`src/rtl/alu_exec_unit_if.sv`:
```
// Request/response bundle between the decoder/register-file side and the ALU execution unit.
// The master issues a start with operands; the slave reports busy/done, result and NZCV flags.
interface alu_exec_unit_if #(
    parameter int WIDTH   = 32,
    parameter int SHAMT_W = 5
);
    logic               start;
    logic [3:0]         alu_control;
    logic [1:0]         flag_w;
    logic [WIDTH-1:0]   src_a;
    logic [WIDTH-1:0]   src_b;
    logic [SHAMT_W-1:0] shamt;
    logic               busy;
    logic               done;
    logic [WIDTH-1:0]   result;
    logic               result_we;
    logic               illegal;
    logic [3:0]         flags;

    modport master (
        output start, alu_control, flag_w, src_a, src_b, shamt,
        input  busy, done, result, result_we, illegal, flags
    );

    modport slave (
        input  start, alu_control, flag_w, src_a, src_b, shamt,
        output busy, done, result, result_we, illegal, flags
    );
endinterface

```
`src/rtl/alu_exec_unit.sv`:
```
// ALU execution unit with NZCV register: single-cycle arith/logic, iterative shifts (SHIFT_STEP bits/cycle).
// done arrives 1 cycle after start (shifts: 1 + ceil(shamt/SHIFT_STEP)); start is ignored while busy, nothing queues.
module alu_exec_unit #(
    parameter int WIDTH      = 32,
    parameter int SHAMT_W    = 5,
    parameter int SHIFT_STEP = 1
) (
    input  logic           clk,
    input  logic           reset,
    alu_exec_unit_if.slave bus
);
    localparam logic [3:0] OP_ADD = 4'b0000;
    localparam logic [3:0] OP_SUB = 4'b0001;
    localparam logic [3:0] OP_AND = 4'b0010;
    localparam logic [3:0] OP_ORR = 4'b0011;
    localparam logic [3:0] OP_XOR = 4'b0100;
    localparam logic [3:0] OP_NOT = 4'b0101;
    localparam logic [3:0] OP_LSL = 4'b0111;
    localparam logic [3:0] OP_LSR = 4'b1000;
    localparam logic [3:0] OP_ASR = 4'b1001;
    localparam logic [3:0] OP_ROR = 4'b1010;
    localparam logic [3:0] OP_CMP = 4'b1011;

    localparam logic [SHAMT_W:0] STEP_C = (SHAMT_W+1)'(SHIFT_STEP);

    typedef enum logic [1:0] {IDLE, SHIFT, DONE} state_t;

    function automatic logic is_shift(input logic [3:0] op);
        return op inside {OP_LSL, OP_LSR, OP_ASR, OP_ROR};
    endfunction

    function automatic logic is_legal(input logic [3:0] op);
        return op inside {OP_ADD, OP_SUB, OP_AND, OP_ORR, OP_XOR, OP_NOT,
                          OP_LSL, OP_LSR, OP_ASR, OP_ROR, OP_CMP};
    endfunction

    state_t             state, state_n;
    logic [WIDTH-1:0]   result_q, result_n;
    logic [WIDTH-1:0]   sreg, sreg_n;
    logic [3:0]         flags_q, flags_n;
    logic [3:0]         op_q, op_n;
    logic [1:0]         fw_q, fw_n;
    logic [SHAMT_W-1:0] cnt, cnt_n;
    logic               we_q, we_n, ill_q, ill_n;

    logic [SHAMT_W:0]   k;
    logic [WIDTH:0]     ext_l, ext_r, ext_a;
    logic [WIDTH-1:0]   rot;
    logic [WIDTH-1:0]   step_res;
    logic               step_c;
    logic [WIDTH:0]     sum, diff;
    logic               upd, upd_nz, upd_c, upd_v, c_val, v_val;
    logic [WIDTH-1:0]   upd_res;
    logic [3:0]         upd_op;

    // One shift step; the extra bit on each side of the operand catches the last bit shifted out.
    always_comb begin
        k        = ({1'b0, cnt} > STEP_C) ? STEP_C : {1'b0, cnt};
        ext_l    = {1'b0, sreg} << k;
        ext_r    = {sreg, 1'b0} >> k;
        ext_a    = $signed({sreg, 1'b0}) >>> k;
        rot      = WIDTH'({sreg, sreg} >> k);
        step_res = ext_l[WIDTH-1:0];
        step_c   = ext_l[WIDTH];
        case (op_q)
            OP_LSR:  begin step_res = ext_r[WIDTH:1]; step_c = ext_r[0];       end
            OP_ASR:  begin step_res = ext_a[WIDTH:1]; step_c = ext_a[0];       end
            OP_ROR:  begin step_res = rot;            step_c = rot[WIDTH-1];   end
            default: ;
        endcase
    end

    always_comb begin
        state_n  = state;
        result_n = result_q;
        flags_n  = flags_q;
        cnt_n    = cnt;
        sreg_n   = sreg;
        op_n     = op_q;
        fw_n     = fw_q;
        we_n     = we_q;
        ill_n    = ill_q;
        upd      = 1'b0;
        upd_res  = '0;
        upd_op   = op_q;
        upd_nz   = 1'b0;
        upd_c    = 1'b0;
        upd_v    = 1'b0;
        c_val    = 1'b0;
        v_val    = 1'b0;
        sum      = {1'b0, bus.src_a} + {1'b0, bus.src_b};
        diff     = {1'b0, bus.src_a} - {1'b0, bus.src_b};

        case (state)
            IDLE: begin
                if (bus.start) begin
                    if (is_shift(bus.alu_control) && bus.shamt != '0) begin
                        sreg_n  = bus.src_b;
                        cnt_n   = bus.shamt;
                        op_n    = bus.alu_control;
                        fw_n    = bus.flag_w;
                        state_n = SHIFT;
                    end else begin
                        upd     = 1'b1;
                        upd_op  = bus.alu_control;
                        upd_nz  = bus.flag_w[1];
                        state_n = DONE;
                        case (bus.alu_control)
                            OP_ADD: begin
                                upd_res = sum[WIDTH-1:0];
                                c_val   = sum[WIDTH];
                                v_val   = (bus.src_a[WIDTH-1] == bus.src_b[WIDTH-1]) &&
                                          (sum[WIDTH-1] != bus.src_a[WIDTH-1]);
                                upd_c   = bus.flag_w[0];
                                upd_v   = bus.flag_w[0];
                            end
                            OP_SUB, OP_CMP: begin
                                upd_res = diff[WIDTH-1:0];
                                c_val   = ~diff[WIDTH];
                                v_val   = (bus.src_a[WIDTH-1] != bus.src_b[WIDTH-1]) &&
                                          (diff[WIDTH-1] != bus.src_a[WIDTH-1]);
                                upd_c   = bus.flag_w[0];
                                upd_v   = bus.flag_w[0];
                            end
                            OP_AND: upd_res = bus.src_a & bus.src_b;
                            OP_ORR: upd_res = bus.src_a | bus.src_b;
                            OP_XOR: upd_res = bus.src_a ^ bus.src_b;
                            OP_NOT: upd_res = ~bus.src_b;
                            // Zero-distance shift passes src_b through and leaves C alone.
                            OP_LSL, OP_LSR, OP_ASR, OP_ROR: upd_res = bus.src_b;
                            default: begin
                                upd_res = '0;
                                upd_nz  = 1'b0;
                            end
                        endcase
                    end
                end
            end
            SHIFT: begin
                cnt_n  = cnt - k[SHAMT_W-1:0];
                sreg_n = step_res;
                if (cnt_n == '0) begin
                    upd     = 1'b1;
                    upd_res = step_res;
                    upd_nz  = fw_q[1];
                    upd_c   = fw_q[0];
                    c_val   = step_c;
                    state_n = DONE;
                end
            end
            DONE:    state_n = IDLE;
            default: state_n = IDLE;
        endcase

        if (upd) begin
            result_n = upd_res;
            if (upd_nz) begin
                flags_n[3] = upd_res[WIDTH-1];
                flags_n[2] = (upd_res == '0);
            end
            if (upd_c) flags_n[1] = c_val;
            if (upd_v) flags_n[0] = v_val;
            ill_n = !is_legal(upd_op);
            we_n  = is_legal(upd_op) && (upd_op != OP_CMP);
        end
    end

    always_ff @(posedge clk or posedge reset) begin
        if (reset) begin
            state    <= IDLE;
            result_q <= '0;
            flags_q  <= '0;
            cnt      <= '0;
            sreg     <= '0;
            op_q     <= '0;
            fw_q     <= '0;
            we_q     <= 1'b0;
            ill_q    <= 1'b0;
        end else begin
            state    <= state_n;
            result_q <= result_n;
            flags_q  <= flags_n;
            cnt      <= cnt_n;
            sreg     <= sreg_n;
            op_q     <= op_n;
            fw_q     <= fw_n;
            we_q     <= we_n;
            ill_q    <= ill_n;
        end
    end

    assign bus.busy      = (state != IDLE);
    assign bus.done      = (state == DONE);
    assign bus.result    = result_q;
    assign bus.result_we = bus.done & we_q;
    assign bus.illegal   = bus.done & ill_q;
    assign bus.flags     = flags_q;
endmodule

```
`src/flat_wrapper.sv`:
```
// flat-port wrapper written by rule: the top's interface ports become plain ports
module alu_exec_unit_flat 
#(
    parameter int WIDTH      = 32,
    parameter int SHAMT_W    = 5,
    parameter int SHIFT_STEP = 1
)
  (clk, reset, bus_start, bus_alu_control, bus_flag_w, bus_src_a, bus_src_b, bus_shamt, bus_busy, bus_done, bus_result, bus_result_we, bus_illegal, bus_flags);
  alu_exec_unit_if #(.WIDTH(WIDTH), .SHAMT_W(SHAMT_W)) bus_i ();
  input  logic clk;
  input  logic reset;
  input wire logic [$bits(bus_i.start)-1:0] bus_start;
  input wire logic [$bits(bus_i.alu_control)-1:0] bus_alu_control;
  input wire logic [$bits(bus_i.flag_w)-1:0] bus_flag_w;
  input wire logic [$bits(bus_i.src_a)-1:0] bus_src_a;
  input wire logic [$bits(bus_i.src_b)-1:0] bus_src_b;
  input wire logic [$bits(bus_i.shamt)-1:0] bus_shamt;
  output wire logic [$bits(bus_i.busy)-1:0] bus_busy;
  output wire logic [$bits(bus_i.done)-1:0] bus_done;
  output wire logic [$bits(bus_i.result)-1:0] bus_result;
  output wire logic [$bits(bus_i.result_we)-1:0] bus_result_we;
  output wire logic [$bits(bus_i.illegal)-1:0] bus_illegal;
  output wire logic [$bits(bus_i.flags)-1:0] bus_flags;
  assign bus_i.start = bus_start;
  assign bus_i.alu_control = bus_alu_control;
  assign bus_i.flag_w = bus_flag_w;
  assign bus_i.src_a = bus_src_a;
  assign bus_i.src_b = bus_src_b;
  assign bus_i.shamt = bus_shamt;
  assign bus_busy = bus_i.busy;
  assign bus_done = bus_i.done;
  assign bus_result = bus_i.result;
  assign bus_result_we = bus_i.result_we;
  assign bus_illegal = bus_i.illegal;
  assign bus_flags = bus_i.flags;
  alu_exec_unit #(.WIDTH(WIDTH), .SHAMT_W(SHAMT_W), .SHIFT_STEP(SHIFT_STEP)) u_core (.clk(clk), .reset(reset), .bus(bus_i));
endmodule
```
`config.mk`:
```
export PLATFORM = sky130hd
export DESIGN_NAME = alu_exec_unit_flat
export DESIGN_NICKNAME = d
export VERILOG_FILES = /design/src/rtl/alu_exec_unit_if.sv /design/src/rtl/alu_exec_unit.sv /design/src/flat_wrapper.sv
export SDC_FILE = /design/constraint.sdc
export NUM_CORES = 1
export LEC_CHECK = 0
export ABC_AREA = 1
export CAP_MARGIN = 10
export CELL_PAD_IN_SITES_DETAIL_PLACEMENT = 0
export CELL_PAD_IN_SITES_GLOBAL_PLACEMENT = 1
export CORE_ASPECT_RATIO = 0.8
export CORE_MARGIN = 3
export CORE_UTILIZATION = 37
export CTS_CLUSTER_SIZE = 40
export DETAILED_ROUTE_END_ITERATION = 7
export GPL_ROUTABILITY_DRIVEN = 0
export PLACE_DENSITY_LB_ADDON = 0.1
export SLEW_MARGIN = 20
export SYNTH_ARGS = -nofsm -noshare
export SYNTH_HDL_FRONTEND = slang
export SYNTH_SLANG_ARGS = --single-unit
```
`constraint.sdc`:
```
create_clock -name clk -period 2.7 [get_ports clk]
set_input_delay 0.54 -clock clk [delete_from_list [all_inputs] [get_ports clk]]
set_output_delay 0.54 -clock clk [all_outputs]
set_load 0.03 [all_outputs]
```
==> results.toml <==
[timing]
skew_ns = 0.01132
rsz0062_at_grt = "true"
hold_violations = 0
slew-limit-headroom_pct = 60.52
timing.fmax_ghz = 0.3759
slew_viol_final = 0
finalCritPeriodShare_pct = 98.52
tightest_slew_ns = 0.5915
holdWs_ns = 0.4754
fin_crit_ns = 2.660
setup_violations = 0

[critical_path]
crit_type = "in -> reg"
r2r_setup_slack_ns = 0.15
crit_fanout = 7
setup.worst_path.start_class = "input pin"
critical_path.max_stage_delay_ns = 0.33
worst_setup_path_end_kind = "register"
crit_slowest_cell = "ha_4"
cp_common_cell = "nand2_1"
worstPathArrival_ns = 2.94
crit_required_ns = 2.98
cp_cell_sequence = "clkdlybuf4s15_2 > inv_2 > ha_4 > nand2_4 > inv_2 > nand2_4 > nor2_4 > nand4_1 > nand3_1 > nand2_1 > nand3_1 > nand3b_1 > nand2_2 > nand2_1 > nor2_1 > nand2_1 > nor3_2 > nand2_1 > nand2_1"
r2r_start = "u_core.cnt[3]$_DFFE_PP0P_"
reg2reg_depth = 20
r2r_end = "u_core.bus.flags[2]$_DFFE_PP0P_"

[yosys]
synth_area_um2 = 11890
synth_cell_types = 49
synth-seq-area-share_pct = 17.47
yosysTopAreaCell = "nand2_1"
yosysMostFrequentCell = "nand2_1"
synth_seq_cells = 83
synthTopCellsByArea = "nand2_1 (21%), dfrtp_1 (17%), inv_1 (11%)"
synth_top_area_share_pct = 20.87
syn_nets = 2301
yosys_warnings = 0
synth_edf_count = 0
synth_cells = 2114
ys_top_cells_by_count = "nand2_1 (661), inv_1 (362), nand3_1 (210)"
synth_ff_type = "dfrtp_1"
postSynth.asyncResetShare_pct = 100.0
postSynthAreaPerCell_um2 = 5.623

[placement]
dp_cells = 3008
detailed_place_hpwl_mm = 45.69
portBuffers = 117

[floorplanning]
die_w_um = 206.4
die_area_um2 = 34330
rows = 58
initial_core_util_pct = 37.66
die_h_um = 166.3
io_pins = 118
core_area_um2 = 31570

[run]
maxCapViolCount = 0

[layout]
nets = 2866
antenna_cells = 0
area_delta_synth_final_pct = 63.21
fin_util_pct = 61.46
drive_gt1_share_pct = 38.18
layout.cells.non_filler = 3102
num-fill-cells = 3031

[global_route]
grt_pass1_wl_mm = 85.59
antenna_found_initial = 0
grt_usage_pct = 31.91
grt_max_degree = 40
overflow = 0
grt_pass1_vias = 15415

[routing]
finalWirelength_mm = 56.77
wl_per_cell_um = 18.30
ant_nets = 0
drt_iter0_drc = 1386
firstDrtPassIters = 6
route.detailed.drc = 0
via_per_inst = 5.253
via_count = 16294

[pwr]
power_leakage_nw = 10.29
ir_drop_mv = 0.3800
power_density_nw_per_um2 = 529.8

[clock_tree]
htree_num_levels = 3
tritoncts.num_buffers = 9
cts_buffer_depth = 2
clockRootBuffer = "clkbuf_16"
clk_pin_slew_ns = 0.06
cts_sinks = 83
postCtsHoldBufs = 0
clk_latency_ns = 0.35
cts_tree = "yes"

[hold_path]
holdCritStartpoint = "u_core.bus.result[10]$_DFFE_PP0P_"
hold_depth = 1
min_to = "u_core.bus.result[10]$_DFFE_PP0P_"
hold_path_class = "reg -> reg"

[status]
status = "finished, final reports clean"
-- power by group --
| part | total (mW) | switching [mW] | internal [mW] |
|---|---|---|---|
| clock network | 1.24 | 0.508 | 0.730 |
| logic | 6.87 | 4.05 | 2.82 |
| registers | 2.17 | 0.359 | 1.81 |
-- layer usage --
| layer | GRT usage (%) | vias to the layer above | part of all wire (%) |
|---|---|---|---|
| li1 | - | 7874 | - |
| met1 | 43.21 | 7551 | 43 |
| met2 | 50.70 | 737 | 45 |
| met3 | 4.605 | 132 | 7.4 |
| met4 | 13.36 | 0 | 5.1 |
| met5 | 0 | - | 0 |
-- critical path: cells and delay by family --
kind                     cells  cell delay [ns]
buffers and inverters        3             0.36
AND/OR/NAND/NOR             15             1.70
adder cells (fa/ha/maj)      1             0.33
-- cells in the final DEF (no fill, tap or decap), types with 18 or more instances in the layout --
cell | synthesis | layout
buf_12 | 0 | 18
ha_4 | 0 | 36
a21oi_2 | 1 | 36
nor2_1 | 197 | 129
nand2_4 | 4 | 24
inv_2 | 2 | 80
inv_1 | 362 | 278
nand4_1 | 23 | 23
clkdlybuf4s50_1 | 0 | 51
nand3_1 | 210 | 170
clkbuf_2 | 0 | 22
a21oi_1 | 106 | 61
ha_1 | 107 | 62
o21ai_0 | 130 | 113
dfrtp_1 | 83 | 83
buf_6 | 1 | 20
nor2_2 | 2 | 37
buf_4 | 1 | 480
nor2_4 | 1 | 34
nand2_1 | 661 | 533
nand3_2 | 0 | 33
nand2_2 | 4 | 112
-- worst max path at each step --
| stage | startpoint | to | cells after the start |
|---|---|---|---|
| floorplan | reset | u_core.bus.flags[0]$_DFFE_PP0P_ | 1 |
| detailed placement | bus_src_b[15] | u_core.bus.flags[2]$_DFFE_PP0P_ | 22 |
| finish | bus_src_b[11] | u_core.bus.flags[2]$_DFFE_PP0P_ | 19 |
| global placement | bus_src_b[15] | u_core.bus.flags[2]$_DFFE_PP0P_ | 22 |
| CTS | bus_src_b[27] | u_core.bus.flags[2]$_DFFE_PP0P_ | 17 |
| global route | u_core.cnt[4]$_DFFE_PP0P_ | u_core.bus.flags[2]$_DFFE_PP0P_ | 20 |
-- through the flow --
step           setup slack (ns)  total power [mW]  setup TNS (ns)  instance area [um^2]
2_1_floorplan           0.02321             5.462               0                 11890
3_3_place_gp             -1.074             8.086          -18.09                 16720
3_5_place_dp             -1.039             8.172          -19.08                 16720
4_1_cts                0.001922             9.885               0                 18680
5_1_grt                -0.08843             11.02         -0.1752                 19400
6_report                0.03997             10.28               0                 19400
-- registers in the layout (all words and copies together), names as in the netlist --
signal,flops
u_core.bus.result,32
u_core.fw_q,2
u_core.ill_q,1
u_core.sreg,32
u_core.op_q,4
u_core.bus.flags,4
u_core.cnt,5
u_core.we_q,1
u_core.state,2
-- area by class of cell --
type                            instances  area (um^2)  area share, %
Sequential cell                        83         2077          10.70
Clock inverter                          3        40.04         0.2064
Clock buffer                           11        242.7          1.251
Timing Repair Buffer                  635         5205          26.83
Tap cell                              420        525.5          2.708
Inverter                              366         1394          7.184
Multi-Input combinational cell       1584         9918          51.12
-- repair_timing --
| item | in CTS | in global routing |
|---|---|---|
| resized for setup | 445 | 297 |
| setup buffers | 65 | 16 |
| setup endpoints to repair | 28 | 9 |
| pin swaps | 112 | 127 |
-- cells by family (layout without fill, tap and decap cells) --
group                    after synthesis  in the layout  share of synthesized area (%)
adder cells (fa/ha/maj)              109            109                          11.60
flip-flops                            83             83                          17.47
AND/OR/NAND/NOR                     1140           1140                          39.86
buffers and inverters                447           1015                          14.66
XOR/XNOR                               3              3                         0.2211
multiplexers                           1              1                        0.09472
AO/OA/AOI/OAI                        331            331                          16.09
No activity file was read; power rests on OpenSTA's default activity.
